==> config.mk <==
export PLATFORM = sky130hd
export DESIGN_NAME = xor_lane_array
export DESIGN_NICKNAME = d
export VERILOG_FILES = /design/src/rtl/xor_lane_array.sv
export SDC_FILE = /design/constraint.sdc
export NUM_CORES = 1
export LEC_CHECK = 0
export BUFFER_PORTS_ARGS = -buffer_cell sky130_fd_sc_hd__buf_2
export CAP_MARGIN = 20
export CORE_MARGIN = 4
export CORE_UTILIZATION = 50
export DETAILED_ROUTE_END_ITERATION = 8
export GPL_TIMING_DRIVEN = 0
export PLACE_DENSITY = 0.75
export SLEW_MARGIN = 20
export SYNTH_ARGS = -nofsm -noshare
export SYNTH_HDL_FRONTEND = slang
export SYNTH_SLANG_ARGS = --single-unit
==> constraint.sdc <==
create_clock -name clk -period 1.91 [get_ports clk]
set_clock_uncertainty 0.1 [all_clocks]
set_input_delay 0.191 -clock clk [delete_from_list [all_inputs] [get_ports clk]]
set_output_delay 0.191 -clock clk [all_outputs]
set_load 0.01 [all_outputs]
==> src/rtl/xor_lane_array.sv <==
// Multi-lane registered XOR/XNOR stage with per-lane valid/ready, a one-entry output register,
// and a per-lane result checker (sticky mismatch flag plus saturating error counter).
module xor_lane_array #(
    parameter int LANES  = 2,
    parameter int WIDTH  = 1,
    parameter int CNT_W  = 8,
    parameter int INVERT = 0
) (
    input  logic                   clk,
    input  logic                   rst_n,
    input  logic [LANES-1:0]       in_valid,
    output logic [LANES-1:0]       in_ready,
    input  logic [LANES*WIDTH-1:0] a,
    input  logic [LANES*WIDTH-1:0] b,
    input  logic [LANES*WIDTH-1:0] exp,
    output logic [LANES-1:0]       out_valid,
    input  logic [LANES-1:0]       out_ready,
    output logic [LANES*WIDTH-1:0] c,
    output logic [LANES-1:0]       mismatch,
    output logic [LANES*CNT_W-1:0] err_cnt,
    input  logic                   clr
);

    // Handshake: a lane transfers on an edge where valid && ready are both high.
    // in_ready depends only on the output register state and out_ready, never on in_valid,
    // so an upstream producer may wait on in_ready without creating a combinational loop.

    localparam logic [WIDTH-1:0] INV_MASK = (INVERT != 0) ? '1 : '0;
    localparam logic [CNT_W-1:0] CNT_MAX  = '1;

    for (genvar i = 0; i < LANES; i++) begin : g_lane
        logic             out_valid_q, out_valid_d;
        logic [WIDTH-1:0] c_q, c_d;
        logic             mismatch_q, mismatch_d;
        logic [CNT_W-1:0] err_cnt_q, err_cnt_d;
        logic             ready;
        logic             accept;
        logic [WIDTH-1:0] result;
        logic             miss;

        always_comb begin
            ready       = !out_valid_q || out_ready[i];
            accept      = in_valid[i] && ready;
            result      = a[i*WIDTH +: WIDTH] ^ b[i*WIDTH +: WIDTH] ^ INV_MASK;
            // Gate the compare with accept so idle-cycle garbage on exp never reaches state.
            miss        = accept && (result != exp[i*WIDTH +: WIDTH]);

            out_valid_d = out_valid_q;
            c_d         = c_q;
            mismatch_d  = mismatch_q;
            err_cnt_d   = err_cnt_q;

            if (accept) begin
                out_valid_d = 1'b1;
                c_d         = result;
            end else if (out_valid_q && out_ready[i]) begin
                out_valid_d = 1'b0;
            end

            // A clear in the same cycle as a mismatch wins; that mismatch is dropped.
            if (clr) begin
                mismatch_d = 1'b0;
                err_cnt_d  = '0;
            end else if (miss) begin
                mismatch_d = 1'b1;
                if (err_cnt_q != CNT_MAX) begin
                    err_cnt_d = err_cnt_q + 1'b1;
                end
            end
        end

        always_ff @(posedge clk or negedge rst_n) begin
            if (!rst_n) begin
                out_valid_q <= 1'b0;
                c_q         <= '0;
                mismatch_q  <= 1'b0;
                err_cnt_q   <= '0;
            end else begin
                out_valid_q <= out_valid_d;
                c_q         <= c_d;
                mismatch_q  <= mismatch_d;
                err_cnt_q   <= err_cnt_d;
            end
        end

        assign in_ready[i]               = ready;
        assign out_valid[i]              = out_valid_q;
        assign c[i*WIDTH +: WIDTH]       = c_q;
        assign mismatch[i]               = mismatch_q;
        assign err_cnt[i*CNT_W +: CNT_W] = err_cnt_q;
    end

endmodule

# Word level (Yosys, flattened, before mapping)
# Index checks and enable logic that the tools add are counted.
# totals
reg_bits	22
in_bits	13
# classes
add_sub_neg	2
n_mux	14
reduce_logical	18
eq_ne	4
bitwise	2
# op_table
operator	n
8-bit two-way mux	6
8-bit by 1-bit adder with 8-bit output (second input constant)	2
8-bit inequality test (second input constant)	2
2-bit nonzero test	6
1-bit two-way mux	8
1-bit logical AND	6
2-bit AND reduction	2
1-bit logical NOT	2
1-bit logical OR	2
1-bit inequality test	2
1-bit XOR	2

# Logic depth before layout (Yosys ltp)
# Gate-level depths: netlist (run 1).
# logic_depth
word_depth	6
depth_mapped	5
depth_no_buf	5

# Worst setup path before layout (run 1)
# Ideal clock, no wire load.
# synth_timing
kind	reg2reg
startpoint	register g_lane[1].err_cnt_q[0]
endpoint	register g_lane[1].err_cnt_q[5]
period_less_slack_ns	1.762
stages_incl_launch_ff	6
setup_ns	0.125
t_arrival_ns	1.537
required_ns	1.685
path_slack_ns	0.148
cell_sequence	dfrtp_1 > ha_1 > and4_1 > buf_2 > nor4_1 > mux2_2
# synth_via
elab_chain_len	4
elab_cells_between_ends	7
classes_between	add/sub (1); eq/ne (1); mux (3); reduce/logical (2)
# synth_rtl
element	line	text
from (decl)	35	logic [CNT_W-1:0] err_cnt_q, err_cnt_d;
from (signal assigned)	82	err_cnt_q <= err_cnt_d;
8-bit by 1-bit adder with 8-bit output	67	err_cnt_d = err_cnt_q + 1'b1;
8-bit two-way mux	66	if (err_cnt_q != CNT_MAX) begin
8-bit two-way mux	64	end else if (miss) begin
8-bit two-way mux	61	if (clr) begin
# Several ways; a longest one is shown, not always the timed one. The select of a mux whose other input is x is not followed.
# A chain may end at the register's enable or synchronous reset.

# Final worst setup path (run 1)
# layout_timing
startpoint	register g_lane[1].err_cnt_q[5]
endpoint	register g_lane[1].err_cnt_q[2]
# layout_via
elab_chain_len	3
# layout_rtl
element	line
8-bit inequality test	66
2-bit nonzero test (no source line)	--
2-bit AND reduction (no source line)	--
# Every way passes these cells.

==> results of run 1 <==
critical path: cells and delay by family (launching register included):
| kind | cells | cell delay [ps] |
|---|---|---|
| simple gates | 3 | 860 |
| compound gates | 1 | 160 |
| buf+inv | 1 | 190 |
| flops | 1 | 440 |
flip-flops by register name, summed over array words and instances, names as in the netlist:
signal,count
g_lane.c_q,2
g_lane.err_cnt_q,16
g_lane.mismatch_q,2
g_lane.out_valid_q,2
cell type report:
type | count | area [um2]
tap | 28 | 35.0
multi-input combinational | 86 | 616
timing repair buffer | 37 | 190
sequential | 22 | 552
clock buffer | 4 | 36.3
inverter | 5 | 18.8
buffer | 13 | 81.3
fill | 199 | 768
logic make-up after synthesis:
group | count (synthesis) | synth area share, %
xor+xnor | 4 | 5.22
simple gates | 44 | 22.0
buf+inv | 18 | 8.03
fa+ha+maj | 2 | 2.01
flops | 22 | 44.2
mux | 3 | 2.61
compound gates | 33 | 16.0
repair_timing:
item                       CTS  global route
gates resized for setup      1             3
setup endpoints to repair    1             2
hold buffers                 1             0
hold endpoints to repair    22             0
worst min-delay path by stage:
| stage | to | slack [ps] | from |
|---|---|---|---|
| after global routing | g_lane[0].c_q | 7 | in_valid[0] |
| final | g_lane[0].c_q | 10 | in_valid[0] |
| after global placement | g_lane[0].err_cnt_q[7] | 80 | rst_n |
| after detailed placement | g_lane[0].err_cnt_q[4] | 80 | rst_n |
| after CTS | g_lane[0].c_q | 3 | in_valid[0] |
| after floorplan | g_lane[0].c_q | -200 | rst_n |
metal layers:
| layer | vias up | routed length [um] | share of wire [%] |
|---|---|---|---|
| li1 | 552 | - | - |
| met1 | 532 | 1210 | 46 |
| met2 | 29 | 1240 | 48 |
| met3 | 0 | 152 | 5.8 |
| met4 | 0 | 0 | 0 |
| met5 | - | 0 | 0 |
cells in the final DEF, fill, tap and decap left out:
| cell type | synthesis | routed |
|---|---|---|
| sky130_fd_sc_hd__dfrtp_2 | 0 | 1 |
| sky130_fd_sc_hd__nand4_1 | 2 | 2 |
| sky130_fd_sc_hd__dlygate4sd3_1 | 0 | 1 |
| sky130_fd_sc_hd__nor4_4 | 0 | 1 |
| sky130_fd_sc_hd__nor3_2 | 0 | 1 |
| sky130_fd_sc_hd__a21oi_1 | 15 | 15 |
| sky130_fd_sc_hd__buf_4 | 8 | 8 |
| sky130_fd_sc_hd__mux2_2 | 2 | 2 |
| sky130_fd_sc_hd__ha_1 | 2 | 2 |
| sky130_fd_sc_hd__o41ai_1 | 2 | 2 |
| sky130_fd_sc_hd__o21bai_1 | 1 | 1 |
| sky130_fd_sc_hd__nor3b_1 | 1 | 1 |
| sky130_fd_sc_hd__xor3_1 | 2 | 2 |
| sky130_fd_sc_hd__nand2b_1 | 6 | 6 |
| sky130_fd_sc_hd__o2111ai_1 | 1 | 1 |
| sky130_fd_sc_hd__mux2i_1 | 1 | 1 |
| sky130_fd_sc_hd__clkbuf_8 | 0 | 1 |
| sky130_fd_sc_hd__nor2b_1 | 3 | 3 |
| sky130_fd_sc_hd__dfrtp_1 | 22 | 21 |
| sky130_fd_sc_hd__a31oi_1 | 2 | 2 |
| sky130_fd_sc_hd__clkbuf_1 | 3 | 3 |
| sky130_fd_sc_hd__inv_1 | 5 | 5 |
| sky130_fd_sc_hd__o31ai_1 | 7 | 7 |
| sky130_fd_sc_hd__and3_1 | 1 | 1 |
| sky130_fd_sc_hd__buf_2 | 2 | 38 |
| sky130_fd_sc_hd__nand3_1 | 6 | 6 |
| sky130_fd_sc_hd__clkbuf_4 | 0 | 3 |
| sky130_fd_sc_hd__nand2_1 | 4 | 4 |
| sky130_fd_sc_hd__or4_1 | 7 | 7 |
| sky130_fd_sc_hd__nor4b_1 | 1 | 1 |
| sky130_fd_sc_hd__or3_1 | 4 | 4 |
| sky130_fd_sc_hd__o21ai_0 | 5 | 5 |
| sky130_fd_sc_hd__nor2_1 | 3 | 3 |
| sky130_fd_sc_hd__and4_1 | 2 | 2 |
| sky130_fd_sc_hd__nand3_2 | 2 | 2 |
| sky130_fd_sc_hd__xnor2_1 | 2 | 2 |
per-stage QoR:
step / total power, mW / instances
global placement: 0.666 / 190
global route: 0.967 / 195
floorplan: 0.608 / 126
detailed placement: 0.671 / 190
CTS: 0.925 / 195
finish: 0.911 / 195
power by group:
part / switching [mW] / internal, mW
Sequential: 0.0160 / 0.485
Clock: 0.133 / 0.116
Combinational: 0.0815 / 0.0796
Total: 0.230 / 0.680
==> results.md, run 1 <==
- DPL Wire Length: 1950 um
- Sinks on Clock Net: 22
- GR met2 Demand/Resource: about 27%
- Maximum fanout count along the critical path: 10
- Worst min-delay path category: in -> reg
- Source-to-sink clock delay at the later pin of the worst-skew pair: 300 ps
- Drt drc: 0
- Worst path cell trace: and4_1, and4_1, buf_2, or4_1, a21oi_1
- WHS Path Cells: 2
- Number of buffers on the longest clock path: 2
- Final-layout setup total negative slack: 0 ps
- Number of I/O pins: 37
- Minimum setup slack among reg-to-reg paths: 90 ps
- Minimum hold slack: 15.0 ps
- Total track usage: roughly 16%
- Number of synthesized flops with an enable pin: 0
- Post-synthesis net count: 141
- Max-slew violation count: 0
- End-of-flow core utilization: 66.6%
- Achievable clock frequency: 549 MHz
- Unrepaired setup endpoints after global routing: false
- Growth of design area from synthesis to finish: 22.7%
- Outcome: finished clean
- Number of buffers created by CTS: 3
- Leading post-synthesis cells by instance count: 22 x sky130_fd_sc_hd__dfrtp_1, 15 x sky130_fd_sc_hd__a21oi_1, 8 x sky130_fd_sc_hd__buf_4
- Number of detailed-routing iterations run before antenna repair: 4
- Total leakage power: 0.696 nW
- First-pass GRT wire length: 4340 um
- Core area: 0.00230 mm2
- Transition time at the pin with the least slew margin: ~480 ps
- Slowest-stage cell, CP: sky130_fd_sc_hd__dfrtp_1
- M1 GR Usage: 21.9%
- Worst reg2reg endpoint: g_lane[1].err_cnt_q[2]
- Mean instance size in the synthesized netlist: 9.89 um2
- Number of library cell types mapped by synthesis: 32
- Number of endpoints with negative hold slack in the final report: 0
- Endpoint type of the worst setup path: flop
- Number of failing setup endpoints in the final timing report: 0
- Total via count after detailed routing: between 1000 and 1500
- Start point of the critical path: g_lane[1].err_cnt_q[5]
- Worst setup path endpoint: g_lane[1].err_cnt_q[2]
- Most crowded layer after global routing: met2
- Residual antenna-violating net count after detailed routing: 0
- Chip Height: 57.9 um
- Via count of the first global-routing pass: 976
- Fraction of final layout cells sized beyond drive strength 1: between 30% and 40%
- Number of cell instances on the worst register-to-register path: 5
- Number of setup buffers added after CTS: 0
- Average vias per placed instance: between 5 and 6
- Clock-pin slew reported for the worst setup and hold paths after clock tree synthesis: 120 ps
- Port bufs: 36
- Synth Register Bits: 22
- Weighted congestion reported at the end of routability-driven placement: 0.816
- Final cycle utilization of the critical path: 95.4%
- Count of routing violations after the opening detailed-route iteration: 35
- Worst Setup Start Kind: flop
- Fraction of synthesis flops using an asynchronous set or reset pin: between 90% and 100%
- Fraction of met3 tracks used by global routing: 2.23%
- RR Startpoint: g_lane[1].err_cnt_q[5]
- Placed inst area: 0.00146 mm2
- Fraction of the yosys area taken by sequential cells: between 40% and 50%
- Max-Cap Viols: 0
- Worst ir drop on vdd: around 600 uV
- Post-Syn Area: 0.00125 mm2
- Ranking of synthesized cells by area: sky130_fd_sc_hd__dfrtp_1 44%, sky130_fd_sc_hd__a21oi_1 6.0%, sky130_fd_sc_hd__buf_4 4.8%
- DIE WIDTH: 57.9 um
- Final layout net count: 183
- Drt wl/cell: 13.4 um
- Synth Instances: 126
- Antenna cells: 0
- Buffer cell driving the clock tree root: sky130_fd_sc_hd__clkbuf_4
- Delay of the slowest critical-path stage: between 400 and 500 ps
- Remaining max-slew budget at the tightest pin: 68.0%
- Share of the synthesized area in the top cell type: between 40% and 50%
- Largest net degree at the start of global routing: 23
- Worst setup slack after placement: -15.6 ps
- Crit path time final: 1820 ps
- Top flip-flop cell by instance count after synthesis: sky130_fd_sc_hd__dfrtp_1
- Most used standard cell by instance count after synthesis: sky130_fd_sc_hd__dfrtp_1
- Type of the worst setup path: reg -> reg
- Pwr dens: 596 mW/mm2
- Row count: 17
- Cell accounting for the most synthesized area: sky130_fd_sc_hd__dfrtp_1
- Cell with the most instances on the worst path: sky130_fd_sc_hd__and4_1
- Final design instance area without fill: 0.00153 mm2
- # H-tree levels: 1
- Final worst slack: approximately 90 ps
- TritonCTS clock tree: yes
- WL final: 2600 um
- Required time of the critical path: 2040 ps
- Overall overflow remaining after global route: 0
- Antenna violations before repair: 0
- Die Area: about 0.0034 mm2
- Crit path arrival time: 1950 ps
- Synth warn: 0
- Initial Utilization: around 54%
No activity file was read; power rests on OpenSTA's default activity.
==> run 2, diff against run 1 <==
--- a/config.mk
+++ b/config.mk
@@ -7,2 +7,3 @@
 export LEC_CHECK = 0
+export ABC_AREA = 1
 export BUFFER_PORTS_ARGS = -buffer_cell sky130_fd_sc_hd__buf_2
@@ -13,3 +14,3 @@
 export GPL_TIMING_DRIVEN = 0
-export PLACE_DENSITY = 0.75
+export PLACE_DENSITY = 0.73
 export SLEW_MARGIN = 20
==> constraint.sdc (replaced) <==
create_clock -name clk -period 1.91 [get_ports clk]
set_clock_uncertainty 0.1 [all_clocks]
set_input_delay 0.573 -clock clk [delete_from_list [all_inputs] [get_ports clk]]
set_output_delay 0.573 -clock clk [all_outputs]
set_load 0.01 [all_outputs]
==> results.md, run 2 <==
- Outcome: finished clean (unchanged)
- Leading post-synthesis cells by instance count: 59 x sky130_fd_sc_hd__nand2_1, 40 x sky130_fd_sc_hd__nand3_1, 26 x sky130_fd_sc_hd__inv_1 (was 22 x sky130_fd_sc_hd__dfrtp_1, 15 x sky130_fd_sc_hd__a21oi_1, 8 x sky130_fd_sc_hd__buf_4)
- Unrepaired setup endpoints after global routing: false (unchanged)
- Mean instance size in the synthesized netlist: 7.07 um2 (was 9.89 um2)
- Worst setup path endpoint: in_ready[0] (was g_lane[1].err_cnt_q[2])
- Maximum fanout count along the critical path: 2 (was 10)
- Drt wl/cell: 11.3 um (was 13.4 um)
- Required time of the critical path: 1240 ps (was 2040 ps)
- Flop pwr share: 53.0% (was 55.0%)
- WL final: 3150 um (was 2600 um)
- Via count of the first global-routing pass: 1208 (was 976)
- Cell internal power dissipation: 709 uW (was 680 uW)
- Top flip-flop cell by instance count after synthesis: sky130_fd_sc_hd__dfrtp_1 (unchanged)
- Crit path arrival time: 1100 ps (was 1950 ps)
- Minimum hold slack: 120 ps (was 15.0 ps)
- Post-Syn Area: 0.00146 mm2 (was 0.00125 mm2)
- DIE WIDTH: 62.1 um (was 57.9 um)
- Fraction of synthesis flops using an asynchronous set or reset pin: 100% (unchanged)
- Total of hold buffers inserted after clock tree synthesis: 0 (was 1)
- Synth Instances: 207 (was 126)
- Total via count after detailed routing: 1406 (was 1113)
- # H-tree levels: 1 (unchanged)
- Chip Height: 62.1 um (was 57.9 um)
- Number of library cell types mapped by synthesis: 21 (was 32)
- Overall overflow remaining after global route: 0 (unchanged)
- Pwr dens: 588 mW/mm2 (was 596 mW/mm2)
- Post-synthesis net count: 222 (was 141)
- Number of detailed-routing iterations run before antenna repair: 4 (unchanged)
- Power spent charging and discharging nets: 302 uW (was 230 uW)
- RR Startpoint: g_lane[0].err_cnt_q[0] (was g_lane[1].err_cnt_q[5])
- Max-Cap Viols: 0 (unchanged)
- Count of routing violations after the opening detailed-route iteration: 74 (was 35)
- Antenna violations before repair: 0 (unchanged)
- Fraction of final layout cells sized beyond drive strength 1: 26.7% (was 34.1%)
- Number of cell instances on the worst register-to-register path: 7 (was 5)
- Number of I/O pins: 37 (unchanged)
- Sw frac: 29.9% (was 25.3%)
- Number of failing setup endpoints in the final timing report: 0 (unchanged)
- Worst reg2reg endpoint: g_lane[0].err_cnt_q[3] (was g_lane[1].err_cnt_q[2])
- Total leakage power: 0.964 nW (was 0.696 nW)
- Synth Register Bits: 22 (unchanged)
- Row count: 19 (was 17)
- Final cycle utilization of the critical path: 92.8% (was 95.4%)
- Number of synthesized flops with an enable pin: 0 (unchanged)
- Cell accounting for the most synthesized area: sky130_fd_sc_hd__dfrtp_1 (unchanged)
- Start point of the critical path: out_ready[0] (was g_lane[1].err_cnt_q[5])
- Core area: 0.00278 mm2 (was 0.00230 mm2)
- Sinks on Clock Net: 22 (unchanged)
- Ranking of synthesized cells by area: sky130_fd_sc_hd__dfrtp_1 38%, sky130_fd_sc_hd__nand2_1 15%, sky130_fd_sc_hd__nand3_1 14% (was sky130_fd_sc_hd__dfrtp_1 44%, sky130_fd_sc_hd__a21oi_1 6.0%, sky130_fd_sc_hd__buf_4 4.8%)
- Worst Setup Start Kind: primary input (was flop)
- Highest-count cells in the layout ignoring fill and taps: 59 x sky130_fd_sc_hd__nand2_1, 40 x sky130_fd_sc_hd__nand3_1, 38 x sky130_fd_sc_hd__buf_2 (was 38 x sky130_fd_sc_hd__buf_2, 21 x sky130_fd_sc_hd__dfrtp_1, 15 x sky130_fd_sc_hd__a21oi_1)
- Worst min-delay path category: in -> async (was in -> reg)
- Largest net degree at the start of global routing: 23 (unchanged)
- Final layout net count: 263 (was 183)
- Transition time at the pin with the least slew margin: 509 ps (was 480 ps)
- TritonCTS clock tree: yes (unchanged)
- Minimum setup slack among reg-to-reg paths: 330 ps (was 90 ps)
- Weighted congestion reported at the end of routability-driven placement: 0.860 (was 0.816)
- Type of the worst setup path: in -> out (was reg -> reg)
- Source-to-sink clock delay at the later pin of the worst-skew pair: 300 ps (about the same)
- Buffer cell driving the clock tree root: sky130_fd_sc_hd__clkbuf_4 (unchanged)
- Port bufs: 36 (unchanged)
- Clock-pin slew reported for the worst setup and hold paths after clock tree synthesis: 120 ps (about the same)
- Combinational group share of total power: 22.1% (was 17.7%)
- Endpoint type of the worst setup path: output port (was flop)
- Number of setup buffers added after CTS: 0 (unchanged)
- Synth warn: 0 (unchanged)
- First-pass GRT wire length: 5370 um (was 4340 um)
- Commonest non-fill, non-tap cell in the layout: sky130_fd_sc_hd__nand2_1 (was sky130_fd_sc_hd__buf_2)
- Number of buffers on the longest clock path: 2 (unchanged)
- DPL Wire Length: 2330 um (was 1950 um)
- Achievable clock frequency: 564 MHz (was 549 MHz)
- Average vias per placed instance: 5.06 (was 5.71)
- Total track usage: 16.6% (was 16.2%)
- Antenna cells: 0 (unchanged)
- Max-slew violation count: 0 (unchanged)
- Fraction of the yosys area taken by sequential cells: 37.6% (was 44.2%)
- Remaining max-slew budget at the tightest pin: 66.1% (was 68.0%)
- Crit path time final: 1770 ps (was 1820 ps)
- Filler Cell Count: 285 (was 199)
- Die Area: 0.00386 mm2 (was 0.00336 mm2)
- Final-layout setup total negative slack: 0 ps (unchanged)
- Number of buffers created by CTS: 3 (unchanged)
- Number of endpoints with negative hold slack in the final report: 0 (unchanged)
- Initial Utilization: 52.6% (was 54.2%)
- Share of the synthesized area in the top cell type: 37.6% (was 44.2%)
- Total of cells resized after clock tree synthesis: 0 (was 1)
- Max reg flops: 16 (unchanged)
- Growth of design area from synthesis to finish: 17.4% (was 22.7%)
- Residual antenna-violating net count after detailed routing: 0 (unchanged)
- Clock share of power: 24.9% (was 27.3%)
- Drt drc: 0 (unchanged)
- Worst ir drop on vdd: 377 uV (was 591 uV)
- Top register by number of flip-flops: g_lane.err_cnt_q (unchanged)
- Most used standard cell by instance count after synthesis: sky130_fd_sc_hd__nand2_1 (was sky130_fd_sc_hd__dfrtp_1)
-- run 2: logic make-up (layout without fill, tap and decap cells) --
family / Yosys count / count (layout) / synth area share [%]
flip-flops: 22 / 22 / 37.6
AO/OA/AOI/OAI: 9 / 9 / 5.13
AND/OR/NAND/NOR: 132 / 132 / 41.9
adder cells (fa/ha/maj): 2 / 2 / 1.71
XOR/XNOR: 2 / 2 / 1.20
buffers and inverters: 40 / 80 / 12.5
-- run 2: worst min path at each step --
stage | startpoint | slack [ps] | endpoint
after floorplan | rst_n | 180 | g_lane[0].c_q
after global placement | g_lane[0].mismatch_q | 410 | g_lane[0].mismatch_q
after detailed placement | g_lane[0].mismatch_q | 410 | g_lane[0].mismatch_q
after CTS | rst_n | 120 | g_lane[0].err_cnt_q[2]
after global routing | rst_n | 130 | g_lane[0].err_cnt_q[2]
final | rst_n | 120 | g_lane[0].err_cnt_q[2]
-- run 2: through the flow --
step           setup slack, ps  power [mW]  std cells  area (um2)  utilization (%)
2_1_floorplan              374       0.683        207        1460                -
5_1_grt                   70.5        1.09        278        1720             61.8
6_report                   138        1.01        278        1720             61.8
4_1_cts                    131        1.03        278        1720             61.8
3_3_place_gp               136       0.765        274        1680             60.5
3_5_place_dp               131       0.770        274        1680             60.5
-- run 2: worst max-delay path: stages --
cell	delay, ps
sky130_fd_sc_hd__buf_2	90
sky130_fd_sc_hd__inv_1	90
sky130_fd_sc_hd__nand2_1	80
sky130_fd_sc_hd__buf_4	130
sky130_fd_sc_hd__buf_2	130
-- run 2: layer usage --
metal | global-route usage (%) | vias up | routed length (um)
li1 | - | 736 | -
met1 | 23.3 | 624 | 1500
met3 | 3.24 | 2 | 190
met4 | 5.15 | 0 | 15
met5 | 0 | - | 0
met2 | 25.8 | 44 | 1440
-- run 2: power by group through the flow --
stage	logic [mW]	clock network [mW]	registers, mW
after floorplan	0.137	0	0.546
final	0.223	0.252	0.536
after CTS	0.226	0.266	0.536
after detailed placement	0.225	0	0.545
after global placement	0.222	0	0.543
after global routing	0.253	0.294	0.541
-- run 2: area by class of cell --
class                   instances  area, um2  area share [%]
well taps                      31       38.8            2.26
clock buffers                   4       36.3            2.11
multi-input cells             145        731            42.5
repair buffers                 36        180            10.5
inverters                      29        109            6.33
plain buffers                  11       73.8            4.29
flip-flops and latches         22        551            32.0
==> run 3, diff against run 2 <==
Settings changed: CTS_CLUSTER_SIZE set to 30, PLACE_DENSITY 0.73 to 0.84.
==> results.md, run 3 (synthesis gave the netlist of run 2 again) <==
- # H-tree levels: 1 (unchanged)
- Number of setup buffers added after CTS: 0 (unchanged)
- Buffer cell driving the clock tree root: sky130_fd_sc_hd__clkbuf_4 (unchanged)
- DPL Wire Length: 2350 um (was 2330 um)
- Number of I/O pins: 37 (unchanged)
- Path length in cells of the critical path: 5 (unchanged)
- First-pass GRT wire length: 5420 um (was 5370 um)
- Final-layout setup total negative slack: 0 ps (unchanged)
- Die Area: 0.00386 mm2 (unchanged)
- Total chip power: 1.02 mW (was 1.01 mW)
- Remaining max-slew budget at the tightest pin: 67.7% (was 66.1%)
- Delay of the slowest critical-path stage: 130 ps (about the same)
- Combinational group share of total power: 21.7% (was 22.1%)
- DIE WIDTH: 62.1 um (unchanged)
- Number of buffers on the longest clock path: 2 (unchanged)
- Cell internal power dissipation: 709 uW (about the same)
- Initial Utilization: 52.6% (unchanged)
- Number of buffers created by CTS: 3 (unchanged)
- Flop pwr share: 52.3% (was 53.0%)
- Crit path time final: 1770 ps (about the same)
- Core area: 0.00278 mm2 (unchanged)
- Antenna violations before repair: 0 (unchanged)
- Worst min-delay path category: in -> async (unchanged)
- Minimum hold slack: 93.5 ps (was 120 ps)
- Total leakage power: 0.964 nW (unchanged)
- WL final: 3070 um (was 3150 um)
- Largest net degree at the start of global routing: 23 (unchanged)
- Count of routing violations after the opening detailed-route iteration: 69 (was 74)
- Residual antenna-violating net count after detailed routing: 0 (unchanged)
- Worst Setup Start Kind: primary input (unchanged)
- Clock-pin slew reported for the worst setup and hold paths after clock tree synthesis: 120 ps (about the same)
- Achievable clock frequency: 564 MHz (about the same)
- Crit path arrival time: 1100 ps (about the same)
- Fraction of met3 tracks used by global routing: 2.70% (was 3.24%)
- Port bufs: 36 (unchanged)
- Top register by number of flip-flops: g_lane.err_cnt_q (unchanged)
- Cell family with most CP delay: buffers and inverters (unchanged)
- Total of cells resized after clock tree synthesis: 0 (unchanged)
- End-of-flow core utilization: 61.8% (unchanged)
- Required time of the critical path: 1240 ps (about the same)
- Number of endpoints with negative hold slack in the final report: 0 (unchanged)
- Total of hold buffers inserted after clock tree synthesis: 0 (unchanged)
- Unrepaired setup endpoints after global routing: false (unchanged)
- Worst path cell trace: buf_2, inv_1, nand2_1, buf_4, buf_2 (unchanged)
- Sequential Area: 551 um2 (unchanged)
- Type of the worst setup path: in -> out (unchanged)
- Fraction of final layout cells sized beyond drive strength 1: 26.7% (unchanged)
- Final cycle utilization of the critical path: 92.9% (was 92.8%)
- Endpoint type of the worst setup path: output port (unchanged)
- Antenna cells: 0 (unchanged)
- Average vias per placed instance: 5.06 (about the same)
- Buffers & Inverters on Critical Path: 4 (unchanged)
- Max-Cap Viols: 0 (unchanged)
- Max reg flops: 16 (unchanged)
- Total via count after detailed routing: 1407 (was 1406)
- Transition time at the pin with the least slew margin: 485 ps (was 509 ps)
- Outcome: finished clean (unchanged)
- Via count of the first global-routing pass: 1245 (was 1208)
- Drt wl/cell: 11.0 um (was 11.3 um)
- Chip Height: 62.1 um (unchanged)
- Growth of design area from synthesis to finish: 17.4% (unchanged)
- Commonest non-fill, non-tap cell in the layout: sky130_fd_sc_hd__nand2_1 (unchanged)
- Number of cell instances on the worst register-to-register path: 7 (unchanged)
- Worst reg2reg endpoint: g_lane[0].err_cnt_q[1] (was g_lane[0].err_cnt_q[3])
- Worst ir drop on vdd: 420 uV (was 377 uV)
- Maximum fanout count along the critical path: 2 (unchanged)
- Slowest-stage cell, CP: sky130_fd_sc_hd__buf_4 (unchanged)
- Number of failing setup endpoints in the final timing report: 0 (unchanged)
- GR met2 Demand/Resource: 27.5% (was 25.8%)
- M1 GR Usage: 22.3% (was 23.3%)
- Most crowded layer after global routing: met2 (unchanged)
- Final layout net count: 263 (unchanged)
- Drt drc: 0 (unchanged)
- Minimum setup slack among reg-to-reg paths: 350 ps (was 330 ps)
- Max-slew violation count: 0 (unchanged)
- Power spent charging and discharging nets: 312 uW (was 302 uW)
- Number of detailed-routing iterations run before antenna repair: 4 (unchanged)
- RR Startpoint: g_lane[0].err_cnt_q[0] (unchanged)
- Final design instance area without fill: 0.00172 mm2 (unchanged)
- Cell with the most instances on the worst path: sky130_fd_sc_hd__buf_2 (unchanged)
- Placed inst area: 0.00168 mm2 (unchanged)
- Row count: 19 (unchanged)
- Clock share of power: 26.0% (was 24.9%)
- Sinks on Clock Net: 22 (unchanged)
- Sw frac: 30.6% (was 29.9%)
- Highest-count cells in the layout ignoring fill and taps: 59 x sky130_fd_sc_hd__nand2_1, 40 x sky130_fd_sc_hd__nand3_1, 38 x sky130_fd_sc_hd__buf_2 (unchanged)
- Pwr dens: 594 mW/mm2 (was 588 mW/mm2)
- Area occupied by multi-input gates: 731 um2 (unchanged)
- Total track usage: 16.9% (was 16.6%)
- Filler Cell Count: 261 (was 285)
- Source-to-sink clock delay at the later pin of the worst-skew pair: 320 ps (was 300 ps)
- TritonCTS clock tree: yes (unchanged)
- Overall overflow remaining after global route: 0 (unchanged)
- Weighted congestion reported at the end of routability-driven placement: 0.852 (was 0.860)
-- run 3: cell counts in the layout (fill, tap and decap cells not counted) --
No cell type changed its count.
-- run 3: layout make-up --
class | count | area share (%)
tap | 31 | 2.26
timing repair buffer | 36 | 10.5
multi-input combinational | 145 | 42.5
buffer | 11 | 4.29
inverter | 29 | 6.33
clock buffer | 4 | 2.11
sequential | 22 | 32.0
-- run 3: worst max path at each step --
stage,endpoint,startpoint
CTS,in_ready[0],out_ready[0]
global placement,in_ready[0],out_ready[0]
global route,in_ready[0],g_lane[0].out_valid_q
finish,in_ready[0],out_ready[0]
detailed placement,in_ready[0],out_ready[0]
floorplan,in_ready[0],out_ready[0]
-- run 3: power by group through the flow --
stage | logic [mW] | registers [mW] | clock network [mW]
floorplan | 0.137 | 0.546 | 0
global placement | 0.220 | 0.543 | 0
detailed placement | 0.225 | 0.543 | 0
CTS | 0.226 | 0.534 | 0.268
global route | 0.253 | 0.539 | 0.289
finish | 0.222 | 0.534 | 0.265
-- run 3: per-stage QoR --
stage | std cells | worst slack [ps]
3_3_place_gp | 274 | 144
5_1_grt | 278 | 73.6
4_1_cts | 278 | 127
3_5_place_dp | 274 | 127
2_1_floorplan | 207 | 374
6_report | 278 | 136
-- run 3: per-layer routing --
metal  share of wire, %  up-vias
li1                   -      731
met1                 46      630
met2                 46       40
met3                6.2        6
met4                1.5        0
met5                  0        -
-- run 3: worst register-to-register path, stage by stage, from the launching register on --
cell and delay (ps):
sky130_fd_sc_hd__dfrtp_1 450, sky130_fd_sc_hd__ha_1 240, sky130_fd_sc_hd__nand2_2 110, sky130_fd_sc_hd__nor2_1 50
sky130_fd_sc_hd__nand2_1 100, sky130_fd_sc_hd__nand4_2 210, sky130_fd_sc_hd__nand3_1 140, sky130_fd_sc_hd__nand2_1 60
